### src/rtl/jg_threshold_detector.sv
// Registered threshold/zero detector with a debounced threshold flag and edge pulses.
// Optional release hysteresis: define JG_THRESHOLD_DETECTOR_HYSTERESIS_EN.
module jg_threshold_detector #(
    parameter int unsigned WIDTH     = 3,
    parameter int unsigned HI_THRESH = 5,
    parameter int unsigned LO_THRESH = 4,
    parameter int unsigned HOLD      = 1
) (
    input  logic             clk,
    input  logic             rst,
    input  logic             in_valid,
    input  logic [WIDTH-1:0] in_data,
    output logic             out_valid,
    output logic             x,
    output logic             y,
    output logic             x_rise,
    output logic             x_fall
);

    localparam int unsigned      CW     = $clog2(HOLD + 1);
    localparam logic [CW-1:0]    HOLD_C = CW'(HOLD);
    localparam logic [WIDTH-1:0] HI_C   = WIDTH'(HI_THRESH);

    typedef enum logic [1:0] {
        LOW     = 2'b00,
        PEND_HI = 2'b01,
        HIGH    = 2'b10,
        PEND_LO = 2'b11
    } state_e;

    if (WIDTH < 1) begin : g_bad_width
        $error("jg_threshold_detector: WIDTH must be >= 1");
    end
    if (HOLD < 1) begin : g_bad_hold
        $error("jg_threshold_detector: HOLD must be >= 1");
    end
    if (LO_THRESH > HI_THRESH) begin : g_bad_lo
        $error("jg_threshold_detector: LO_THRESH must be <= HI_THRESH");
    end

    state_e        state_q, state_d;
    logic [CW-1:0] cnt_q, cnt_d;
    logic [CW-1:0] cnt_inc;
    logic          out_valid_q, out_valid_d;
    logic          x_q, x_d;
    logic          y_q, y_d;
    logic          x_rise_q, x_rise_d;
    logic          x_fall_q, x_fall_d;
    logic          above;
    logic          below;

    assign above = (in_data >= HI_C);

`ifdef JG_THRESHOLD_DETECTOR_HYSTERESIS_EN
    localparam logic [WIDTH-1:0] LO_C = WIDTH'(LO_THRESH);
    assign below = (in_data < LO_C);
`else
    assign below = !above;
`endif

    assign cnt_inc = cnt_q + CW'(1);

    always_ff @(posedge clk) begin
        if (rst) begin
            state_q     <= LOW;
            cnt_q       <= '0;
            out_valid_q <= 1'b0;
            x_q         <= 1'b0;
            y_q         <= 1'b0;
            x_rise_q    <= 1'b0;
            x_fall_q    <= 1'b0;
        end else begin
            state_q     <= state_d;
            cnt_q       <= cnt_d;
            out_valid_q <= out_valid_d;
            x_q         <= x_d;
            y_q         <= y_d;
            x_rise_q    <= x_rise_d;
            x_fall_q    <= x_fall_d;
        end
    end

    // Pending states only move on valid samples; idle cycles freeze the run.
    always_comb begin
        state_d = state_q;
        cnt_d   = cnt_q;
        if (in_valid) begin
            case (state_q)
                LOW: begin
                    if (above) begin
                        if (HOLD == 1) begin
                            state_d = HIGH;
                        end else begin
                            state_d = PEND_HI;
                            cnt_d   = CW'(1);
                        end
                    end
                end
                PEND_HI: begin
                    if (above) begin
                        if (cnt_inc == HOLD_C) begin
                            state_d = HIGH;
                            cnt_d   = '0;
                        end else begin
                            cnt_d   = cnt_inc;
                        end
                    end else begin
                        state_d = LOW;
                        cnt_d   = '0;
                    end
                end
                HIGH: begin
                    if (below) begin
                        if (HOLD == 1) begin
                            state_d = LOW;
                        end else begin
                            state_d = PEND_LO;
                            cnt_d   = CW'(1);
                        end
                    end
                end
                PEND_LO: begin
                    if (below) begin
                        if (cnt_inc == HOLD_C) begin
                            state_d = LOW;
                            cnt_d   = '0;
                        end else begin
                            cnt_d   = cnt_inc;
                        end
                    end else begin
                        state_d = HIGH;
                        cnt_d   = '0;
                    end
                end
                default: begin
                    state_d = LOW;
                    cnt_d   = '0;
                end
            endcase
        end
    end

    // Edge pulses fall out of comparing the next flag with the current one.
    always_comb begin
        x_d         = (state_d == HIGH) || (state_d == PEND_LO);
        x_rise_d    = x_d && !x_q;
        x_fall_d    = !x_d && x_q;
        out_valid_d = in_valid;
        y_d         = in_valid ? (in_data == '0) : y_q;
    end

    assign out_valid = out_valid_q;
    assign x         = x_q;
    assign y         = y_q;
    assign x_rise    = x_rise_q;
    assign x_fall    = x_fall_q;

endmodule
### config.mk
export PLATFORM = sky130hd
export DESIGN_NAME = jg_threshold_detector
export DESIGN_NICKNAME = d
export VERILOG_FILES = /design/src/rtl/jg_threshold_detector.sv
export SDC_FILE = /design/constraint.sdc
export NUM_CORES = 1
export LEC_CHECK = 0
export CAP_MARGIN = 20
export CORE_AREA = 2 2 39 41
export DETAILED_ROUTE_END_ITERATION = 10
export DIE_AREA = 0 0 41 43
export PLACE_DENSITY_LB_ADDON = 0.15
export SETUP_SLACK_MARGIN = 0.5
export SLEW_MARGIN = 20
export SYNTH_ARGS = -nofsm -noshare
export SYNTH_HDL_FRONTEND = slang
export SYNTH_SLANG_ARGS = --single-unit
### constraint.sdc
create_clock -name clk -period 1.04 [get_ports clk]
set_clock_uncertainty 0.15 [all_clocks]
set_input_delay 0.208 -clock clk [delete_from_list [all_inputs] [get_ports clk]]
set_output_delay 0.208 -clock clk [all_outputs]
set_load 0.01 [all_outputs]
==> results.py, run 1 <==
metrics = {
    "clocking": {
        "numCtsBuffers": 3,
        "clk-insertion-delay-late_ns": 0.24,
        "post_cts_clock_slew_at_the_launch_and_capture_registers_of_the_worst_setup_and_hold_paths_ns": 0.05,
        "cts.root.buffer_cell": "sky130_fd_sc_hd__clkbuf_4",
        "clk_path_buf_depth": 2,
        "cts_hold_buf": 0,
        "cts_htree_levels": 1,
        "numClockSinks": 6,
        "tritoncts": "built",
    },
    "detailed_routing": {
        "detailroute.via_count": 195,
        "detailroute.wirelength.met2_microns": 243,
        "highest_layer": "met3",
        "routed-wl-met3_microns": 23,
        "wire_per_inst_microns": 8.88,
        "detail_route.wirelength_microns": 444,
        "detailedRoute.firstPassIterationCount": 1,
        "avgViaCountPerCell": 3.90,
        "postRouteAntennaNets": 0,
        "remaining_drc_errors": 0,
        "m1WireLength_microns": 177,
        "drtIter0Drc": 0,
    },
    "logic_synthesis": {
        "synth_largest_type_area_fraction_pct": 63.6,
        "avg_cell_area_syn_sq_um": 11.8,
        "synth-simple-area-share_pct": 20.5,
        "syn_area_sq_um": 189,
        "synthMuxAreaShare_pct": 0,
        "ys_seq_area_share_pct": 63.6,
        "synthXorXnorAreaFrac_pct": 0,
        "number_of_distinct_library_cells_after_synthesis": 8,
        "main_combinational_cell_family_by_area_after_synthesis": "simple AND/OR/NAND/NOR gates",
        "synth.largest_area_cell": "sky130_fd_sc_hd__dfxtp_1",
        "number_of_storage_elements_in_the_synthesis_netlist": 6,
        "synth_adder_area_share_pct": 0,
        "gate_count_post_synth": 16,
        "complex_gate_fraction_of_the_synthesized_area_pct": 15.9,
        "synth.yosys.warnings": 0,
        "synth_nets": 22,
        "synth.top_cells.by_area": "sky130_fd_sc_hd__dfxtp_1 (64%), sky130_fd_sc_hd__a21oi_1 (7.9%), sky130_fd_sc_hd__nand2b_1 (6.6%)",
    },
    "sta": {
        "worst_margin_pin_slew_ns": 0.146,
        "setup_repair_after_global_routing_missed_its_margin": "yes",
        "setup_violations": 0,
        "fmaxAchievable_mhz": 974,
        "report.final.hold_viol_count": 0,
        "timing.final.crit_period_ns": 1.03,
        "slew_headroom_pct": 90.2,
        "finalCritPeriodShare_pct": 98.8,
        "slew_violations": 0,
    },
    "critical_path": {
        "critical_path.startpoint_type": "register",
        "crit_path_max_fanout": 2,
        "crit_path_end": "y",
        "worst-endpoint-required_ns": 0.68,
        "crit-reg2reg-capture": "x_fall$_SDFF_PP0_",
        "cp.arrival_ns": 0.67,
        "timing.critical_path.slowest_stage_cell": "sky130_fd_sc_hd__dfxtp_2",
        "startpoint": "y$_SDFFE_PP0P_",
        "worst_path_largest_cell_delay_ns": 0.32,
        "r2r_start": "state_q[1]$_SDFF_PP0_",
        "timing.setup.critical_path_class": "reg2out",
        "rr_worst_depth": 2,
        "crit_path_end_kind": "output pin",
        "path_delay_family": "flip-flops",
        "crit_cells": 1,
        "worst_path_cell_trace": "buf_6",
        "reg2reg_setup_slack_ns": 0.17,
        "buf_inv_stages_crit_path": 1,
    },
    "finish": {
        "fill_cells": 158,
        "areaGrowthSynthToFinish_pct": 116,
        "fin_nets": 42,
        "num_antenna_cells": 0,
        "leading_cell_types_in_the_layout_fill_and_taps_excluded": "sky130_fd_sc_hd__buf_6 (9), sky130_fd_sc_hd__dfxtp_2 (6), sky130_fd_sc_hd__buf_4 (4)",
        "layout_commonest_cell": "sky130_fd_sc_hd__buf_6",
        "layout.core_utilization_pct": 29.5,
        "layout_cells_sized_above_1_pct": 88.2,
        "multiInputGateArea_sq_um": 96.3,
        "layout.area.seq_sq_um": 128,
    },
    "die": {
        "core.rowCount": 14,
        "effective_utilization_at_floorplan_pct": 13.7,
        "die_width_microns": 41,
        "floorplan.die.height_microns": 43,
        "design.die.area_sq_mm": 0.00176,
        "coreArea_sq_mm": 0.00138,
        "boundaryPins": 11,
    },
    "placed_design": {
        "gpl.final_weighted_congestion": 0.691,
        "portBuffers": 10,
        "dp.final_hpwl_microns": 309,
    },
    "worst_hold_path": {
        "worst_hold_path_type": "in2reg",
        "timing.hold.worst.start": "rst",
    },
    "global_routing": {
        "antenna_found_initial": 0,
        "largest_net_degree_at_the_start_of_global_routing": 5,
        "first_global_vias": 179,
        "wire_length_of_the_first_global_routing_pass_microns": 703,
        "grt_util_all_layers_pct": 6.82,
        "grt.overflow.total": 0,
    },
    "job": {
        "maxCapViolCount": 0,
    },
    "pwr": {
        "worst_ir_drop_vdd_v": 0.000406,
        "post-layout-total-power_w": 0.000539,
        "power_per_cell_area_mw_per_mm2": 1320,
        "power.static_leakage_nw": 0.175,
    },
    "outcome": {
        "status": "finished, final reports clean",
    },
}
-- layout make-up --
| class | instances | share of cell area, % |
|---|---|---|
| timing repair buffer | 15 | 34.7 |
| sequential | 6 | 31.3 |
| multi-input combinational | 10 | 23.6 |
| clock buffer | 3 | 5.52 |
| tap | 16 | 4.91 |
-- power breakdown --
part            total, W  internal [W]  switching [W]
Clock           0.000211      0.000130      0.0000807
Combinational  0.0000798     0.0000525      0.0000273
Sequential      0.000248      0.000243     0.00000540
Total           0.000539      0.000426       0.000113
-- per-layer routing --
layer	track usage [%]	up-vias
met5	0	-
met4	10.0	0
met3	3.14	0
met2	8.13	7
met1	6.73	90
li1	-	98
-- worst min-delay path by stage --
stage                        end  depth (start not counted)  slack (ns)
4_1_cts        x_rise$_SDFF_PP0_                          2        0.01
3_5_place_dp      y$_SDFFE_PP0P_                          2        0.31
2_1_floorplan       x$_SDFF_PP0_                          1        0.12
5_1_grt        x_rise$_SDFF_PP0_                          2        0.02
3_3_place_gp      y$_SDFFE_PP0P_                          2        0.31
6_report       x_rise$_SDFF_PP0_                          2        0.03
-- cells in the mapped netlist --
cell,n
sky130_fd_sc_hd__dfxtp_1,6
sky130_fd_sc_hd__a21oi_1,3
sky130_fd_sc_hd__nand2b_1,2
sky130_fd_sc_hd__a211oi_1,1
sky130_fd_sc_hd__and4b_1,1
sky130_fd_sc_hd__nor2b_1,1
sky130_fd_sc_hd__o211ai_1,1
sky130_fd_sc_hd__or4b_1,1
-- repair_timing --
| item | CTS | global route |
|---|---|---|
| pin swaps | 7 | 5 |
| gates resized for setup | 53 | 3 |
| setup endpoints to repair | 11 | 10 |
| setup buffers | 1 | 0 |
-- logic make-up after synthesis --
logic type       after synthesis
AO/OA/AOI/OAI                  5
flip-flops                     6
AND/OR/NAND/NOR                5
-- per-stage QoR --
stage                     area [sq um]  setup slack (ns)  std cells   TNS, ns  hold slack (ns)
after floorplan                    194          -0.00106         16  -0.00106            0.120
after global placement             344            -0.444         46     -2.66            0.312
after detailed placement           344            -0.450         46     -2.71            0.314
after CTS                          394           0.00494         50         0           0.0127
after global routing               408           -0.0152         50   -0.0290           0.0227
final                              408            0.0129         50         0           0.0252
-- state kept, by name (all words and copies together) (netlist names) --
| name | count |
|---|---|
| state_q | 1 |
| x_fall | 1 |
| out_valid | 1 |
| x | 1 |
| y | 1 |
| x_rise | 1 |
Note: power is estimated with default switching activity, not from simulation.
==> inputs of run 2 (changes only) <==
==> constraint.sdc (replaced) <==
create_clock -name clk -period 1.04 [get_ports clk]
set_clock_uncertainty 0.15 [all_clocks]
set_input_delay 0.208 -clock clk [delete_from_list [all_inputs] [get_ports clk]]
set_output_delay 0.208 -clock clk [all_outputs]
set_load 0.02 [all_outputs]
==> run 2 against run 1 <==
  * Largest cell class unchanged
  * Clock-buffer cell count did not move
  * Critical path type unchanged
  * Register-to-register slack got worse by 0.12 ns
  * Worst hold slack worse by 0.021 ns
  * Die area unchanged
  * Highest routed layer unchanged
  * The run now ends with setup timing left
  * Non-clock buffer count increased by 2
  * Clock power is 3% higher
  * Sequential share of layout area grew 0.23 points
  * Critical endpoint is now x
==> results.py, run 2 (synthesis gave the netlist of run 1 again) <==
metrics = {
    "critical_path": {
        "critical_path.startpoint_type": "register",
        "crit_cells": 1,
        "crit_path_end": "x",
        "reg2reg_setup_slack_ns": 0.05,
        "cp.arrival_ns": 0.70,
        "crit_path_max_fanout": 2,
        "rr_worst_depth": 3,
        "worst_path_cell_trace": "buf_6",
        "buf_inv_stages_crit_path": 1,
        "path_delay_family": "flip-flops",
        "r2r_start": "x$_SDFF_PP0_",
        "timing.critical_path.slowest_stage_cell": "sky130_fd_sc_hd__dfxtp_4",
        "timing.setup.critical_path_class": "reg2out",
        "worst-endpoint-required_ns": 0.68,
        "crit_path_end_kind": "output pin",
        "startpoint": "x$_SDFF_PP0_",
        "crit-reg2reg-capture": "x_fall$_SDFF_PP0_",
        "worst_path_largest_cell_delay_ns": 0.33,
    },
    "outcome": {
        "status": "finished, violations left",
        "failed_checks": "setup timing",
    },
    "placed_design": {
        "placed_cells": 46,
        "dp.final_hpwl_microns": 338,
        "gpl.final_weighted_congestion": 0.699,
        "portBuffers": 10,
    },
    "sta": {
        "slew_violations": 0,
        "setup_ws_ns": -0.0161,
        "fmaxAchievable_mhz": 947,
        "setup_violations": 5,
        "timing.final.crit_period_ns": 1.06,
        "finalCritPeriodShare_pct": 102,
        "report.final.hold_viol_count": 0,
        "setup_repair_after_global_routing_missed_its_margin": "yes",
        "slew_headroom_pct": 90.1,
        "worst_margin_pin_slew_ns": 0.148,
    },
    "worst_hold_path": {
        "timing.hold.worst.start": "rst",
        "worst_hold_path_type": "in2reg",
    },
    "global_routing": {
        "met2_usage_pct": 6.88,
        "first_global_vias": 183,
        "wire_length_of_the_first_global_routing_pass_microns": 676,
        "globalRoute.busiestLayer": "met1",
        "groute.layer.met1.usage_pct": 7.42,
        "largest_net_degree_at_the_start_of_global_routing": 5,
        "antenna_found_initial": 0,
        "grt_util_all_layers_pct": 6.33,
        "grt.overflow.total": 0,
        "grt_util_met3_pct": 4.71,
    },
    "clocking": {
        "numCtsBuffers": 3,
        "cts.root.buffer_cell": "sky130_fd_sc_hd__clkbuf_4",
        "clk_path_buf_depth": 2,
        "tritoncts": "built",
        "clk-insertion-delay-late_ns": 0.24,
        "cts_htree_levels": 1,
        "post_cts_clock_slew_at_the_launch_and_capture_registers_of_the_worst_setup_and_hold_paths_ns": 0.05,
        "cts_hold_buf": 0,
        "numClockSinks": 6,
    },
    "finish": {
        "layout_commonest_cell": "sky130_fd_sc_hd__buf_6",
        "leading_cell_types_in_the_layout_fill_and_taps_excluded": "sky130_fd_sc_hd__buf_6 (10), sky130_fd_sc_hd__buf_4 (5), sky130_fd_sc_hd__dfxtp_4 (4)",
        "fill_cells": 145,
        "fin_nets": 44,
        "finish.cell_count_without_fillers": 52,
        "num_antenna_cells": 0,
        "areaGrowthSynthToFinish_pct": 131,
        "layout_cells_sized_above_1_pct": 88.9,
    },
    "detailed_routing": {
        "postRouteAntennaNets": 0,
        "avgViaCountPerCell": 3.87,
        "drtIter0Drc": 5,
        "detail_route.wirelength_microns": 525,
        "detailedRoute.firstPassIterationCount": 2,
        "detailroute.via_count": 201,
        "wire_per_inst_microns": 10.1,
        "remaining_drc_errors": 0,
    },
    "die": {
        "core.rowCount": 14,
        "coreArea_sq_mm": 0.00138,
        "design.die.area_sq_mm": 0.00176,
        "boundaryPins": 11,
        "die_width_microns": 41,
        "effective_utilization_at_floorplan_pct": 13.7,
        "floorplan.die.height_microns": 43,
    },
    "job": {
        "maxCapViolCount": 0,
    },
    "pwr": {
        "post-layout-total-power_w": 0.000552,
        "power_per_cell_area_mw_per_mm2": 1260,
        "worst_ir_drop_vdd_v": 0.000472,
        "power.static_leakage_nw": 0.187,
    },
}
run 2: worst min path at each step:
stage                                   end  cells after the start  slack [ns]
final                     x_rise$_SDFF_PP0_                      2       0.004
after global routing      x_rise$_SDFF_PP0_                      2       0.003
after CTS                 x_rise$_SDFF_PP0_                      2        0.02
after detailed placement     y$_SDFFE_PP0P_                      2        0.33
after global placement       y$_SDFFE_PP0P_                      2        0.30
after floorplan                x$_SDFF_PP0_                      1        0.12
run 2: per-layer routing:
metal	vias up	share of wire, %
met1	92	44
met3	0	6.7
met4	0	0
met5	-	0
li1	102	-
met2	7	49
run 2: report_power, final:
part / leakage (nW) / switching, W / internal (W) / total (W)
Clock: 0.0138 / 0.0000862 / 0.000131 / 0.000217
Combinational: 0.121 / 0.0000363 / 0.0000576 / 0.0000939
Sequential: 0.0528 / 0.00000554 / 0.000236 / 0.000241
Total: 0.187 / 0.000128 / 0.000424 / 0.000552
run 2: final cells by class:
cell class / count / area (sq um) / share of cell area, %
multi-input cells: 10 / 96.3 / 22.1
flip-flops and latches: 6 / 138 / 31.5
well taps: 16 / 20.0 / 4.58
repair buffers: 17 / 160 / 36.7
clock buffers: 3 / 22.5 / 5.16
run 2: through the flow:
stage	util (%)	hold WS, ns	setup WS (ns)	TNS, ns	instance area, sq um
detailed placement	25.6	0.331	-0.470	-3.15	354
floorplan	-	0.117	-0.00107	-0.00107	204
global placement	25.6	0.305	-0.445	-3.03	354
finish	31.6	0.00438	-0.0161	-0.0521	437
CTS	28.8	0.0155	-0.0272	-0.106	399
global route	31.6	0.00335	-0.0349	-0.153	437
run 2: timing repair:
item / CTS / global route
resized for setup: 54 / 8
pin swaps: 7 / 2
hold endpoints to repair: 0 / 0
setup endpoints to repair: 11 / 11
setup buffers: 2 / 1
